`config.mk`:
```
export PLATFORM = sky130hd
export DESIGN_NAME = cix32_prefetch_queue
export DESIGN_NICKNAME = d
export VERILOG_FILES = /design/src/rtl/cix32_pkg.sv /design/src/rtl/cix32_ilen_decode.sv /design/src/rtl/cix32_prefetch_queue.sv
export SDC_FILE = /design/constraint.sdc
export NUM_CORES = 1
export LEC_CHECK = 0
export ABC_CLOCK_PERIOD_IN_PS = 5800
export BUFFER_PORTS_ARGS = -buffer_cell sky130_fd_sc_hd__buf_2
export CORE_ASPECT_RATIO = 1.2
export CORE_MARGIN = 4
export CORE_UTILIZATION = 45
export CTS_BUF_LIST = sky130_fd_sc_hd__clkbuf_8
export DETAILED_ROUTE_END_ITERATION = 10
export PLACE_DENSITY = 0.66
export SYNTH_ARGS = -nofsm -noshare
export SYNTH_HDL_FRONTEND = slang
export SYNTH_SLANG_ARGS = --single-unit
```
`constraint.sdc`:
```
create_clock -name clk -period 5.8 [get_ports clk]
set_input_delay 0.58 -clock clk [delete_from_list [all_inputs] [get_ports clk]]
set_output_delay 0.58 -clock clk [all_outputs]
set_load 0.005 [all_outputs]
```
`src/rtl/cix32_pkg.sv`:
```
// Shared CIX-32 definitions: opcode constants, instruction length type,
// default reset address and the prefetch queue run-state encoding.
package cix32_pkg;

    localparam logic [7:0] OP_MOV_R32_IMM = 8'hB8;  // low 3 bits select the register
    localparam logic [7:0] OP_INC_R32     = 8'h40;
    localparam logic [7:0] OP_DEC_R32     = 8'h48;
    localparam logic [7:0] OP_HLT         = 8'hF4;

    typedef logic [2:0] ilen_t;

    localparam ilen_t ILEN_SHORT = 3'd1;
    localparam ilen_t ILEN_LONG  = 3'd5;

    localparam logic [31:0] DEFAULT_RESET_PC = 32'h0000_0000;

    typedef enum logic [1:0] {
        PQ_IDLE,
        PQ_RUN,
        PQ_STOP
    } pq_state_t;

endpackage

```
`src/rtl/cix32_ilen_decode.sv`:
```
// Opcode to instruction length decode; shared with the execute stage for PC advance.
module cix32_ilen_decode
    import cix32_pkg::*;
(
    input  logic [7:0] opcode,
    output logic [2:0] len
);

    // All eight MOV r32, imm32 encodings share the upper five opcode bits.
    assign len = (opcode[7:3] == OP_MOV_R32_IMM[7:3]) ? ILEN_LONG : ILEN_SHORT;

endmodule

```
`src/rtl/cix32_prefetch_queue.sv`:
```
// Byte-wide instruction prefetch into a circular queue, presenting whole
// length-decoded instructions over valid/ready with redirect and stop-after-HLT.
module cix32_prefetch_queue
    import cix32_pkg::*;
#(
    parameter int unsigned QDEPTH   = 8,
    parameter logic [31:0] RESET_PC = DEFAULT_RESET_PC
) (
    input  logic        clk,
    input  logic        rst_n,
    output logic        mem_req,
    output logic [31:0] mem_addr,
    input  logic        mem_ack,
    input  logic [7:0]  mem_rdata,
    input  logic        redirect,
    input  logic [31:0] redirect_pc,
    output logic        ins_valid,
    input  logic        ins_ready,
    output logic [7:0]  ins_opcode,
    output logic [31:0] ins_imm,
    output logic [2:0]  ins_len,
    output logic [31:0] ins_pc,
    output logic        stopped
);

    localparam int unsigned   IW   = $clog2(QDEPTH);
    localparam int unsigned   CW   = IW + 1;
    localparam logic [CW-1:0] FULL = CW'(QDEPTH);

    pq_state_t     state_q, state_d;
    logic [31:0]   fpc, ipc;
    logic [IW-1:0] rd_idx, wr_idx;
    logic [CW-1:0] cnt;
    logic [7:0]    q    [QDEPTH];
    logic [7:0]    head [5];
    ilen_t         len;
    logic          run, push, xfer;

    assign run      = (state_q != PQ_IDLE);
    assign stopped  = (state_q == PQ_STOP);
    assign mem_req  = run & ~stopped & ~redirect & (cnt < FULL);
    assign mem_addr = fpc;
    assign push     = mem_req & mem_ack;

    always_comb begin
        for (int unsigned k = 0; k < 5; k++) begin
            head[k] = q[rd_idx + IW'(k)];
        end
    end

    cix32_ilen_decode u_ilen (
        .opcode (head[0]),
        .len    (len)
    );

    assign ins_valid  = ~stopped & (cnt != '0) & (cnt >= CW'(len));
    assign xfer       = ins_valid & ins_ready;
    assign ins_opcode = head[0];
    assign ins_len    = len;
    assign ins_pc     = ipc;
    assign ins_imm    = (len == ILEN_LONG) ? {head[4], head[3], head[2], head[1]} : '0;

    always_ff @(posedge clk or negedge rst_n) begin
        if (!rst_n) begin
            state_q <= PQ_IDLE;
        end else begin
            state_q <= state_d;
        end
    end

    // Leaving IDLE on the first edge is what raises run after reset release.
    always_comb begin
        state_d = state_q;
        case (state_q)
            PQ_IDLE: state_d = PQ_RUN;
            PQ_RUN:  if (!redirect && xfer && (head[0] == OP_HLT)) state_d = PQ_STOP;
            PQ_STOP: if (redirect) state_d = PQ_RUN;
            default: state_d = PQ_IDLE;
        endcase
    end

    always_ff @(posedge clk or negedge rst_n) begin
        if (!rst_n) begin
            fpc    <= RESET_PC;
            ipc    <= RESET_PC;
            rd_idx <= '0;
            wr_idx <= '0;
            cnt    <= '0;
        end else if (redirect) begin
            fpc    <= redirect_pc;
            ipc    <= redirect_pc;
            rd_idx <= '0;
            wr_idx <= '0;
            cnt    <= '0;
        end else begin
            if (push) begin
                wr_idx <= wr_idx + IW'(1);
                fpc    <= fpc + 32'd1;
            end
            if (xfer) begin
                rd_idx <= rd_idx + IW'(len);
                ipc    <= ipc + 32'(len);
            end
            cnt <= cnt + CW'(push) - (xfer ? CW'(len) : '0);
        end
    end

    // Storage is reset so the head fields read as zero while in reset.
    always_ff @(posedge clk or negedge rst_n) begin
        if (!rst_n) begin
            for (int unsigned i = 0; i < QDEPTH; i++) begin
                q[i] <= '0;
            end
        end else if (push) begin
            q[wr_idx] <= mem_rdata;
        end
    end

endmodule

```
==> run summary, run 1 <==
Vias = 7241
flops & latches, synth = 140
initial drt markers = 412
area share of fa/ha/maj cells after synthesis = 1.85%
final critical-path share of the clock period = 80.8%
R2R Setup Slk = 1120 ps
CP Max Fanout = 39
Post-Route WL = 25400 um
hpwl dp = 18400 um
Setup WS pre-CTS = 1140 ps
largest net degree at the start of global routing = 104
post-route clock skew = 11.7 ps
Seq/Total Area, Yosys = 38.1%
pwr dens = 381 mW/mm2
die area = 0.0228 mm2
achievable frequency = 0.213 GHz
Worst EP required = 5220 ps
Core Area = 0.0202 mm2
RSZ-0062 raised after global routing = no
Design Area, Final = 0.0106 mm2
Compound-Gate Fraction of Synth Area = 6.72%
maximum vdd drop = 0.198 mV
Final Core Density = 52.5%
cell total after placement = 1189
EDFF count, synth = 0
final hold viol count = 0
Clock transition at path regs = 90 ps
Max Cap Viol = 0
Post-Synth XOR/XNOR Area = 4.86%
# diodes = 0
status = finished, final reports clean
vias per cell = 5.93
min cycle time layout = 4690 ps
Routed Antenna Nets = 0
Post-CTS Hold Buffers = 0
Synth-to-Final Area Change = 15.2%
DR pass1 iterations = 5
Synth warnings = 0
DP Area = 0.0101 mm2
CTS tree = done
cell area after synthesis = 0.00919 mm2
Setup CP Type = flop to primary output
Sinks on Clock Net = 140
# IOs = 155
gpl congestion = 0.865
htree depth = 4
initial core utilization = 45.6%
PortBufs = 152
# DRC = 0
worst r2r src = rd_idx[0]
hold slack = 224 ps
Simple-Gate Fraction of Synth Area = 14.0%
GRT overflow = 0
Static Leak = 4.43 nW
Clock Latency Late Sink = 460 ps
fin. max-slew vios = 0
Final Power = 4.03 mW
CP Launch Type = flop
final net count = 1001
HP Class = input pin to async pin
# Post-CTS Setup Buffers = 0
Slew HR = 22.6%
Async SR Flop Fraction = 100%
Resized cells post-CTS = 0
cell count of the worst reg-to-reg path = 14
final worst slack = 1110 ps
syn_area_per_cell = 11.3 um2
clock tree root driver cell = clkbuf_8
Final setup viols = 0
first-pass GRT wire length = 40000 um
share of post-route cells with drive strength above 1 = 38.2%
top_reg_cell synth = dfrtp_1
Netlist cell types = 63
commonest non-fill, non-tap cell in the layout = buf_2
largest family of logic cells by synthesized area = multiplexers
CTS buffer count = 17
worst-margin pin slew = 1160 ps
Worst setup EP type = primary output
die height = 165 um
Die Wd = 138 um
wire per inst = 20.8 um
vias in the first global route = 7237
CP arrival = 4110 ps
TNS Setup = 0 ps
capture point of the worst reg-to-reg path = cnt[2]
synthesized instance count = 813
most frequent cells in the layout = buf_2, dfrtp_1, mux2_2
clk buf depth = 2
Net Count, Synth = 871
initial antenna violation count = 1
post-synthesis mux area share = 31.1%
fin cells = 1221
global-route usage over all layers = 22.4%
floorplan row count = 57
-- worst max-delay path by stage --
stage	startpoint	slack [ps]	to	cells after the start
after floorplan	rd_idx[1]	1700	cnt[2]	17
after global placement	rd_idx[0]	1300	cnt[2]	14
after detailed placement	rd_idx[0]	1140	cnt[2]	14
after CTS	rd_idx[0]	1050	ins_imm[21]	9
after global routing	rd_idx[0]	700	cnt[2]	14
final	rd_idx[0]	1110	ins_imm[21]	9
-- metal layers --
layer  GRT usage (%)  vias to the layer above  routed length [um]
met4            7.68                        2                 591
met1            27.5                     3600               10300
li1                -                     3327                   -
met3            5.99                       46                1850
met2            38.4                      266               12600
met5               0                        -                   7
-- cell usage after synthesis, drive strengths merged, types with 3 or more instances --
library cell | number | area, um2
dfrtp | 140 | 3500
mux2 | 101 | 1140
nor2 | 69 | 259
mux2i | 55 | 551
mux4 | 52 | 1170
nand2 | 41 | 156
xnor2 | 33 | 289
buf | 28 | 133
clkbuf | 23 | 86.3
inv | 22 | 82.6
a21oi | 20 | 100
nand3 | 20 | 100
xor2 | 18 | 158
nor4 | 16 | 106
o22ai | 14 | 87.6
nor3 | 13 | 75.1
a311oi | 12 | 105
and3 | 12 | 75.1
ha | 12 | 150
nand4 | 12 | 75.1
nor2b | 11 | 68.8
a31oi | 10 | 62.6
o21ai | 7 | 35.0
or3 | 6 | 37.5
or4 | 6 | 45.0
nor3b | 5 | 47.5
nor4b | 5 | 62.6
a211oi | 4 | 30.0
nand2b | 4 | 25.0
nand3b | 4 | 42.5
o31a | 4 | 35.0
a2111oi | 3 | 32.5
and4 | 3 | 26.3
o31ai | 3 | 22.5
-- state kept, by name (all words and copies together), names as in the netlist --
register,count
cnt,4
ins_pc,32
mem_addr,32
q,64
rd_idx,3
state_q,2
wr_idx,3
-- critical path, stage by stage, from the launching register on --
cell     delay (ps)
dfrtp_2        1020
inv_2           350
buf_4           380
ha_1            270
xnor2_1         510
buf_4           350
mux4_2          320
mux2i_1         210
nor2_1           70
buf_2           140
-- cell families (layout without fill, tap and decap cells) --
family	after synthesis	count (layout)
other	2	2
XOR/XNOR	51	51
adder cells (fa/ha/maj)	13	13
flip-flops	140	140
multiplexers	208	208
buffers and inverters	73	216
AND/OR/NAND/NOR	237	237
AO/OA/AOI/OAI	89	89
-- area by class of cell --
cell class	instances	area, um2
timing repair buffer	162	842
clock buffer	18	248
fill	1817	9590
inverter	22	82.6
tap	265	332
multi-input combinational	600	5390
clock inverter	14	193
sequential	140	3500
-- report_power, final --
group          internal (mW)  leakage, nW  total (mW)  switching [mW]
Combinational          0.912         2.49        1.71           0.799
Clock                  0.480        0.209       0.885           0.404
Sequential              1.15         1.74        1.44           0.288
Total                   2.54         4.43        4.03            1.49
Power figures use the tool's default switching activity.
==> run 2, diff against run 1 <==
ABC_AREA = 1   (was default)
ABC_CLOCK_PERIOD_IN_PS = 4100   (was 5800)
PLACE_DENSITY = 0.68   (was 0.66)
clock period = 4.1 ns   (was 5.8 ns; I/O delays follow)
==> run summary, run 2 <==
status = finished, final reports clean
global-route usage over all layers = 26.0%
Synth warnings = 0
Final setup viols = 0
final critical-path share of the clock period = 91.2%
initial antenna violation count = 2
Final Power = 5.69 mW
Die Wd = 140 um
fin cells = 1803
wire per inst = 17.1 um
Clock transition at path regs = 90 ps
Async SR Flop Fraction = 100%
vias in the first global route = 9323
post-route clock skew = 13.8 ps
DR WL met2 = 14600 um
final hold viol count = 0
post-synth top area cell = dfrtp_1
Worst EP required = 4430 ps
achievable frequency = 0.268 GHz
floorplan row count = 57
htree depth = 4
most frequent cells in the layout = nand2_1, buf_2, nand3_1
largest net degree at the start of global routing = 95
Sinks on Clock Net = 140
hpwl dp = 23600 um
EDFF count, synth = 0
# Post-CTS Setup Buffers = 0
# fillers = 2051
Crit-path slowest cell = dfrtp_2
Synth area leaders = dfrtp_1, nand2_1, nand3_1, o21ai_0, nor2_1
clk buf depth = 2
# IOs = 155
final net count = 1583
Netlist cell types = 45
first-pass GRT wire length = 49500 um
clock tree root driver cell = clkbuf_8
CP arrival = 4060 ps
Worst setup EP type = flop
initial drt markers = 676
fin. max-slew vios = 0
flops & latches, synth = 140
WL met3 = 2360 um
cell count of the worst reg-to-reg path = 20
cell total after placement = 1771
syn_area_per_cell = 6.80 um2
commonest non-fill, non-tap cell in the layout = nand2_1
vias per cell = 5.48
DR pass1 iterations = 5
maximum vdd drop = 0.292 mV
GRT overflow = 0
Clock Latency Late Sink = 450 ps
Slew HR = 35.7%
gpl congestion = 0.932
top_reg_cell synth = dfrtp_1
CP Launch Type = flop
Max Cap Viol = 0
PortBufs = 152
die height = 167 um
Post-CTS Hold Buffers = 0
share of post-route cells with drive strength above 1 = 16.3%
Resized cells post-CTS = 0
CP top delay family = simple AND/OR/NAND/NOR gates
# DRC = 0
Routed Antenna Nets = 0
HP Class = input pin to async pin
Met1 Wirelength = 13000 um
Vias = 9887
delay of the slowest cell on the worst path = 410 ps
Worst path depth = 20
Synth-to-Final Area Change = 14.2%
CTS tree = done
Commonest cells post-synth = nand2_1, nand3_1, dfrtp_1
Crit path top cell by count = nand2_1
min cycle time layout = 3740 ps
synthesized instance count = 1394
cell area after synthesis = 0.00948 mm2
pwr dens = 526 mW/mm2
Max Used Layer = met5
max reg flops = 64
critical path cell sequence = inv_2 > buf_4 > nand2_1 > nand3_1 > nand3_1 > nand2_1 > nand2_4 > nor2_8 > inv_6 > ha_1 > nor2_1 > o21ai_0 > nand2_1 > nor2_1 > nand2_1 > ha_1 > ha_1 > a21oi_1 > xor2_1 > nor2_1
Setup CP Type = flop to flop
post-synth top area share = 37.0%
Static Leak = 5.31 nW
most common cell in the netlist = nand2_1
Seq/Total Area, Yosys = 37.0%
Post-Route WL = 30700 um
worst-margin pin slew = 963 ps
Net Count, Synth = 1452
initial core utilization = 46.3%
die area = 0.0235 mm2
Bufs and invs on worst path = 3
Reg with most FFs = q
CTS buffer count = 17
CP Max Fanout = 28
# diodes = 0
Core Area = 0.0205 mm2
run 2: report_power, final:
| group | internal [mW] | switching (mW) | total, mW |
|---|---|---|---|
| clock | 0.563 | 0.612 | 1.17 |
| combinational | 0.844 | 1.58 | 2.43 |
| sequential | 1.68 | 0.408 | 2.09 |
| total | 3.09 | 2.60 | 5.69 |
run 2: final timing paths:
kind,start,to,slack [ps]
max,rd_idx[0],cnt[3],360
min,rst_n,mem_addr[26],30
max reg2reg,rd_idx[0],cnt[3],360
min reg2reg,q[1],q[1],520
max in group asynchronous,rst_n,ins_pc[31],3140
min in group clk,redirect_pc[21],ins_pc[21],230
run 2: metrics by stage:
step	hold slack [ps]	setup slack (ps)	utilization (%)	TNS, ps	cell area (um2)
finish	32.4	362	52.9	0	10800
floorplan	114	763	-	0	9480
global route	87.0	-18.8	52.9	-18.8	10800
detailed placement	499	401	50.9	0	10400
CTS	80.2	398	52.9	0	10800
global placement	494	544	50.9	0	10400
run 2: layout make-up:
cell class              count  area [um2]  area share, %
clock buffers              17         234           2.16
well taps                 265         332           3.06
flip-flops and latches    140        3500           32.4
inverters                  92         350           3.24
repair buffers            172         917           8.47
clock inverters            15         176           1.63
multi-input cells        1102        5310           49.1
run 2: cell families (layout without fill, tap and decap cells):
| logic type | Yosys count | in the layout | share of synthesized area [%] |
|---|---|---|---|
| simple gates | 852 | 852 | 38.2 |
| compound gates | 186 | 186 | 11.5 |
| buf+inv | 152 | 296 | 7.01 |
| flops | 140 | 140 | 37.0 |
| xor+xnor | 49 | 49 | 4.53 |
| fa+ha+maj | 13 | 13 | 1.80 |
| other cells | 2 | 2 | 0.0792 |
run 2: routing by layer:
layer	global-route usage, %	vias to the layer above
met3	4.73	53
met2	43.1	438
met4	7.63	4
li1	-	4812
met1	34.6	4580
met5	0	-
